**src/rtl/pipelined_carry_select_adder.sv**
```systemverilog
// Carry-select adder/subtractor; BLOCK_WIDTH slices, carry chain cut into PIPE_STAGES register groups.
// Latency: PIPE_STAGES cycles from accept to valid_o, one operation per cycle.
// Backpressure: one global advance (!valid_o || ready_i); a stall freezes every stage and holds the outputs.
//
// Ports:
//   clk_i, rst_i            clock (rising edge), synchronous active-high reset
//   valid_i / ready_o       input handshake; ready_o is the global advance enable
//   operand1_i, operand2_i  operands A and B
//   carry_i, sub_i          carry/borrow-in; sub_i=1 computes A-B-carry_i
//   valid_o / ready_i       output handshake
//   sum_o, carry_o          registered result and raw MSB carry-out (sub: 1 = no borrow)
//   overflow_o              registered signed overflow flag
module pipelined_carry_select_adder #(
    parameter int BIT_WIDTH   = 32,
    parameter int BLOCK_WIDTH = 4,
    parameter int PIPE_STAGES = 2
) (
    input  logic                 clk_i,
    input  logic                 rst_i,
    input  logic                 valid_i,
    output logic                 ready_o,
    input  logic [BIT_WIDTH-1:0] operand1_i,
    input  logic [BIT_WIDTH-1:0] operand2_i,
    input  logic                 carry_i,
    input  logic                 sub_i,
    output logic                 valid_o,
    input  logic                 ready_i,
    output logic [BIT_WIDTH-1:0] sum_o,
    output logic                 carry_o,
    output logic                 overflow_o
);

    localparam int NUM_BLOCKS       = BIT_WIDTH / BLOCK_WIDTH;
    localparam int BLOCKS_PER_STAGE = (NUM_BLOCKS + PIPE_STAGES - 1) / PIPE_STAGES;
    localparam int MSB              = BIT_WIDTH - 1;

    if (BIT_WIDTH % BLOCK_WIDTH != 0) begin : g_bad_width
        $error("BIT_WIDTH must be a multiple of BLOCK_WIDTH");
    end
    if (PIPE_STAGES < 1 || PIPE_STAGES > BIT_WIDTH / BLOCK_WIDTH) begin : g_bad_stages
        $error("PIPE_STAGES must be in 1..BIT_WIDTH/BLOCK_WIDTH");
    end

    // One pipeline word: operands (B already conditionally inverted), the partial sum
    // whose low slices are resolved so far, and the carry out of the resolved group.
    typedef struct packed {
        logic [BIT_WIDTH-1:0] a;
        logic [BIT_WIDTH-1:0] b;
        logic [BIT_WIDTH-1:0] s;
        logic                 c;
    } stage_t;

    stage_t                 stage_in [PIPE_STAGES];
    stage_t                 stage_d  [PIPE_STAGES];
    stage_t                 stage_q  [PIPE_STAGES];
    logic [PIPE_STAGES-1:0] stage_vld;
    logic                   ovf_d;
    logic                   ovf_q;
    logic                   adv;

    // Resolves the slices owned by one stage. Slice 0 ripples straight from the
    // carry-in; every other slice precomputes both carry hypotheses and the incoming
    // carry only drives the select mux. Stages that own no slices pass the word through.
    function automatic stage_t resolve_stage(input int stage, input stage_t in_s);
        stage_t               out_s;
        logic                 carry;
        logic [BLOCK_WIDTH:0] sum0;
        logic [BLOCK_WIDTH:0] sum1;
        logic [BLOCK_WIDTH:0] sel;
        out_s = in_s;
        carry = in_s.c;
        for (int blk = 0; blk < NUM_BLOCKS; blk++) begin
            if ((blk >= stage * BLOCKS_PER_STAGE) && (blk < (stage + 1) * BLOCKS_PER_STAGE)) begin
                sum0 = {1'b0, in_s.a[blk*BLOCK_WIDTH +: BLOCK_WIDTH]}
                     + {1'b0, in_s.b[blk*BLOCK_WIDTH +: BLOCK_WIDTH]};
                sum1 = sum0 + {{BLOCK_WIDTH{1'b0}}, 1'b1};
                if (blk == 0) begin
                    sel = sum0 + {{BLOCK_WIDTH{1'b0}}, carry};
                end else begin
                    sel = carry ? sum1 : sum0;
                end
                out_s.s[blk*BLOCK_WIDTH +: BLOCK_WIDTH] = sel[BLOCK_WIDTH-1:0];
                carry = sel[BLOCK_WIDTH];
            end
        end
        out_s.c = carry;
        return out_s;
    endfunction

    always_comb begin
        // Subtraction is A + ~B + 1 with the borrow folded into the carry-in.
        stage_in[0].a = operand1_i;
        stage_in[0].b = sub_i ? ~operand2_i : operand2_i;
        stage_in[0].s = '0;
        stage_in[0].c = carry_i ^ sub_i;
        for (int k = 1; k < PIPE_STAGES; k++) begin
            stage_in[k] = stage_q[k-1];
        end
        for (int k = 0; k < PIPE_STAGES; k++) begin
            stage_d[k] = resolve_stage(k, stage_in[k]);
        end
        // Same-sign operands producing a result of the other sign.
        ovf_d = (stage_in[PIPE_STAGES-1].a[MSB] == stage_in[PIPE_STAGES-1].b[MSB])
             && (stage_d[PIPE_STAGES-1].s[MSB] != stage_in[PIPE_STAGES-1].a[MSB]);
    end

    assign adv = !valid_o || ready_i;

    // Data registers are reset too so that sum_o reads zero out of reset.
    always_ff @(posedge clk_i) begin
        if (rst_i) begin
            stage_vld <= '0;
            for (int k = 0; k < PIPE_STAGES; k++) begin
                stage_q[k] <= '0;
            end
            ovf_q <= 1'b0;
        end else if (adv) begin
            stage_vld[0] <= valid_i;
            for (int k = 1; k < PIPE_STAGES; k++) begin
                stage_vld[k] <= stage_vld[k-1];
            end
            for (int k = 0; k < PIPE_STAGES; k++) begin
                stage_q[k] <= stage_d[k];
            end
            ovf_q <= ovf_d;
        end
    end

    assign ready_o    = adv;
    assign valid_o    = stage_vld[PIPE_STAGES-1];
    assign sum_o      = stage_q[PIPE_STAGES-1].s;
    assign carry_o    = stage_q[PIPE_STAGES-1].c;
    assign overflow_o = ovf_q;

endmodule

```
**config.mk**
```make
export PLATFORM = sky130hd
export DESIGN_NAME = pipelined_carry_select_adder
export DESIGN_NICKNAME = d
export VERILOG_FILES = /design/src/rtl/pipelined_carry_select_adder.sv
export SDC_FILE = /design/constraint.sdc
export NUM_CORES = 1
export LEC_CHECK = 0
export CORE_MARGIN = 1
export CORE_UTILIZATION = 40
export DETAILED_ROUTE_END_ITERATION = 10
export GPL_TIMING_DRIVEN = 0
export PLACE_DENSITY_LB_ADDON = 0.05
export RECOVER_POWER = 100
export SYNTH_ARGS = -nofsm -noshare
export SYNTH_HDL_FRONTEND = slang
export SYNTH_SLANG_ARGS = --single-unit
```
**constraint.sdc**
```tcl
create_clock -name clk_i -period 6.4 [get_ports clk_i]
set_input_delay 1.6 -clock clk_i [delete_from_list [all_inputs] [get_ports clk_i]]
set_output_delay 1.6 -clock clk_i [all_outputs]
set_load 0.01 [all_outputs]
```
==> summary.txt <==
Run status
  • Status: finished with violations
  • Failing checks: max-capacitance violations, max-slew violations

Setup path
  • Worst-case reg-to-reg path depth: 11
  • CP Capture Type: flip-flop
  • CP max stage cell: clkbuf_1
  • Required @ worst endpoint: roughly 6500 ps
  • Critical path class: in -> reg
  • CP delay by family, top: compound AO/OA/AOI/OAI gates
  • Worst-path maximum fanout: 10
  • Crit path DAT: roughly 5300 ps
  • R2R setup slack: 1770 ps
  • Slowest stage delay, CP: ~580 ps
  • Kind of start point of the critical path: input port
  • Reg2Reg Capture Point: stage_q[0][97]
  • Worst path cell trace: clkbuf_1, clkbuf_1, xnor2_1, fa_1, inv_1, fa_1, a21o_1, a21oi_1, nor3b_1, a21oi_1, nor4b_1, xnor2_1, a21oi_1, a31o_2
  • Buf+Inv Stages, Crit Path: 3
  • RR Startpoint: stage_q[0][49]
  • Most frequent CP cell: a21oi_1
  • Crit. Startpoint: sub_i

STA
  • Period utilization: 81.97%
  • Clk_skew: 4.263 ps
  • Final hold vios: 0
  • Final worst path period need: 5246 ps
  • Fmax: ~190 MHz
  • Max-slew violations: 32
  • Hold WS: 447.1 ps
  • Finish-stage setup viols: 0
  • Worst-Margin Slew: 1710 ps
  • Final setup TNS: 0 ps
  • Slew HR: -14.01%
  • RSZ-0062 raised after global routing: false

Routing
  • WL met1: 4.401 mm
  • Routed met3 length: 437 um
  • Initial DRC count: 142
  • Wire per inst: 13.42 um
  • Uppermost routed layer: met4
  • DR WL met2: 5.135 mm
  • Via density: 4.817
  • Final WL: 10.11 mm
  • 1st-pass router iterations: 4
  • # DRC: 0
  • Via count: ~3600
  • Post-route ant nets: 0

Hold path
  • Class of the worst hold path: reg -> reg
  • Min-Delay Endpoint: overflow_o
  • WHS Path Cells: 2
  • Hold Startpoint: overflow_o

Global routing
  • Largest net degree at the start of global routing: 60
  • Initial antenna violation count: 0
  • Vias in the first global route: 3626
  • Total track usage: 16.43%
  • First-pass GRT wire length: 16.58 mm
  • Total grt overflow: 0

Placement
  • Final GP Congestion: around 0.78
  • Port Buffer Count: 104
  • Dpl hpwl: 7.764 mm

Clocking
  • Maximum clock path buffer count: 2
  • Setup bufs post-CTS: 0
  • Skew-Pair Late Insertion Delay: between 300 and 400 ps
  • CTS Buf Count: 9
  • Worst-path clk slew: 60 ps
  • CTS root buffer: clkbuf_16
  • Post-CTS sizing: 0
  • Clk sinks: between 80 and 90
  • Total number of H-tree levels: 3
  • TritonCTS clock tree: built
  • CTS Hold Bufs: 0

Floorplan
  • Initial core utilization: between 40% and 50%
  • Die Wd: 116.3 um
  • I/O Pins: approximately 110
  • Die area: 13520 um2
  • Row cnt: 41
  • Die Y: 116.3 um
  • Core Area: around 13000 um2

Power and ir drop
  • Leak Pwr: around 2.8 nW
  • Total power: ~1.6 mW
  • P per Cell Area: 242.9 nW/um2
  • Peak VDD IR: 135.7 uV

Synthesis
  • Fraction of registers with async set/reset: 0%
  • Average footprint of a synthesized cell: 11.36 um2
  • Main synth FF type: edfxtp_1
  • Synthesized area: 5224 um2
  • Register area share after synthesis: around half
  • Mapped Cells: 460
  • Number of synthesized flops with an enable pin: about 80
  • Synth Register Bits: 85
  • YS warnings: 0
  • Syn nets: 577
  • Synth cell types: between 40 and 50

Job
  • Max_cap viols: 2

Cells and area
  • P&R area growth vs syn: 29.05%
  • N_diodes: 0
  • Final Core Density: 53.20%
  • Layout cells sized above 1: 3.270%
  • Final net count: 693
==> state kept, by name (all words and copies together) (netlist names) <==
name,count
stage_q,82
overflow_o,1
stage_vld,2
==> stage by stage <==
step	instance area, um2	setup WS, ps	cells
5_1_grt	6741	704.8	753
6_report	6741	1154	753
2_1_floorplan	5224	1391	460
4_1_cts	6785	1106	753
3_3_place_gp	6480	799.8	736
3_5_place_dp	6510	754.7	737
==> Yosys cell counts (all sizes together), types with 6 or more instances <==
library cell | instances | area [um2]
a21o | 14 | 106.4
a21oi | 19 | 95.09
and2 | 37 | 231.5
clkbuf | 12 | 45.04
edfxtp | 82 | 2462
fa | 9 | 180.2
ha | 38 | 475.5
inv | 26 | 97.59
nand2 | 11 | 41.29
nand3 | 8 | 45.04
nand4 | 6 | 37.54
nor2 | 55 | 206.5
nor2b | 7 | 43.79
xnor2 | 47 | 411.6
xor2 | 26 | 227.7
==> cells in the final DEF, fill, tap and decap left out, types with 3 or more instances in the layout <==
master / instances
a21o_1: 13
a21oi_1: 19
and2_0: 19
and2_1: 18
clkbuf_1: 19
clkbuf_16: 9
clkdlybuf4s50_1: 67
dfxtp_1: 3
dlygate4sd3_1: 37
edfxtp_1: 82
fa_1: 9
ha_1: 38
inv_1: 26
mux2i_1: 5
nand2_1: 11
nand2b_1: 5
nand3_1: 7
nand4_1: 6
nor2_1: 55
nor2b_1: 7
nor3_1: 4
nor3b_1: 3
nor4_1: 4
o21a_1: 3
o21ai_0: 5
xnor2_1: 47
xor2_1: 26
==> worst min-delay path, stage by stage (launching register included) <==
cell and delay [ps]:
dfxtp_1 300, inv_1 50, o32ai_1 50
==> metal layers <==
metal | vias to the layer above | global-route usage (%)
li1 | 1837 | -
met1 | 1708 | 19.61
met5 | - | 0
met4 | 0 | 6.752
met3 | 8 | 3.840
met2 | 74 | 28.44
==> where the power goes <==
group / internal (mW) / switching (mW) / total [mW]
clock network: 0.285 / 0.200 / 0.485
registers: 0.695 / 0.0184 / 0.713
logic: 0.220 / 0.219 / 0.439
==> cell type report <==
cell class / instances / area [um2]
plain buffers: 16 / 60.06
clock inverters: 1 / 7.507
repair buffers: 105 / 1046
multi-input cells: 333 / 2525
flip-flops and latches: 85 / 2522
well taps: 172 / 215.2
inverters: 26 / 97.59
clock buffers: 15 / 267.8
fillers: 1175 / 5929
==> cells by family (layout without fill, tap and decap cells) <==
group | Yosys count | after routing | synth area share [%]
AOI/OAI and AO/OA | 59 | 59 | 8.192
and+or+nand+nor | 149 | 149 | 14.75
adders and majority gates | 47 | 47 | 12.55
buffers and inverters | 42 | 163 | 3.018
muxes | 5 | 5 | 0.9581
DFF | 85 | 85 | 48.29
xor gates and xnor gates | 73 | 73 | 12.24
==> worst max-delay path by stage <==
| stage | slack (ps) | cells past startpoint | endpoint |
|---|---|---|---|
| finish | 1150 | 14 | stage_q[0][16] |
| global route | 700 | 14 | stage_q[0][16] |
| CTS | 1110 | 14 | stage_q[0][16] |
| detailed placement | 750 | 14 | stage_q[0][16] |
| global placement | 800 | 14 | stage_q[0][16] |
| floorplan | 1390 | 14 | stage_q[0][16] |
Note: power is estimated with default switching activity, not from simulation.
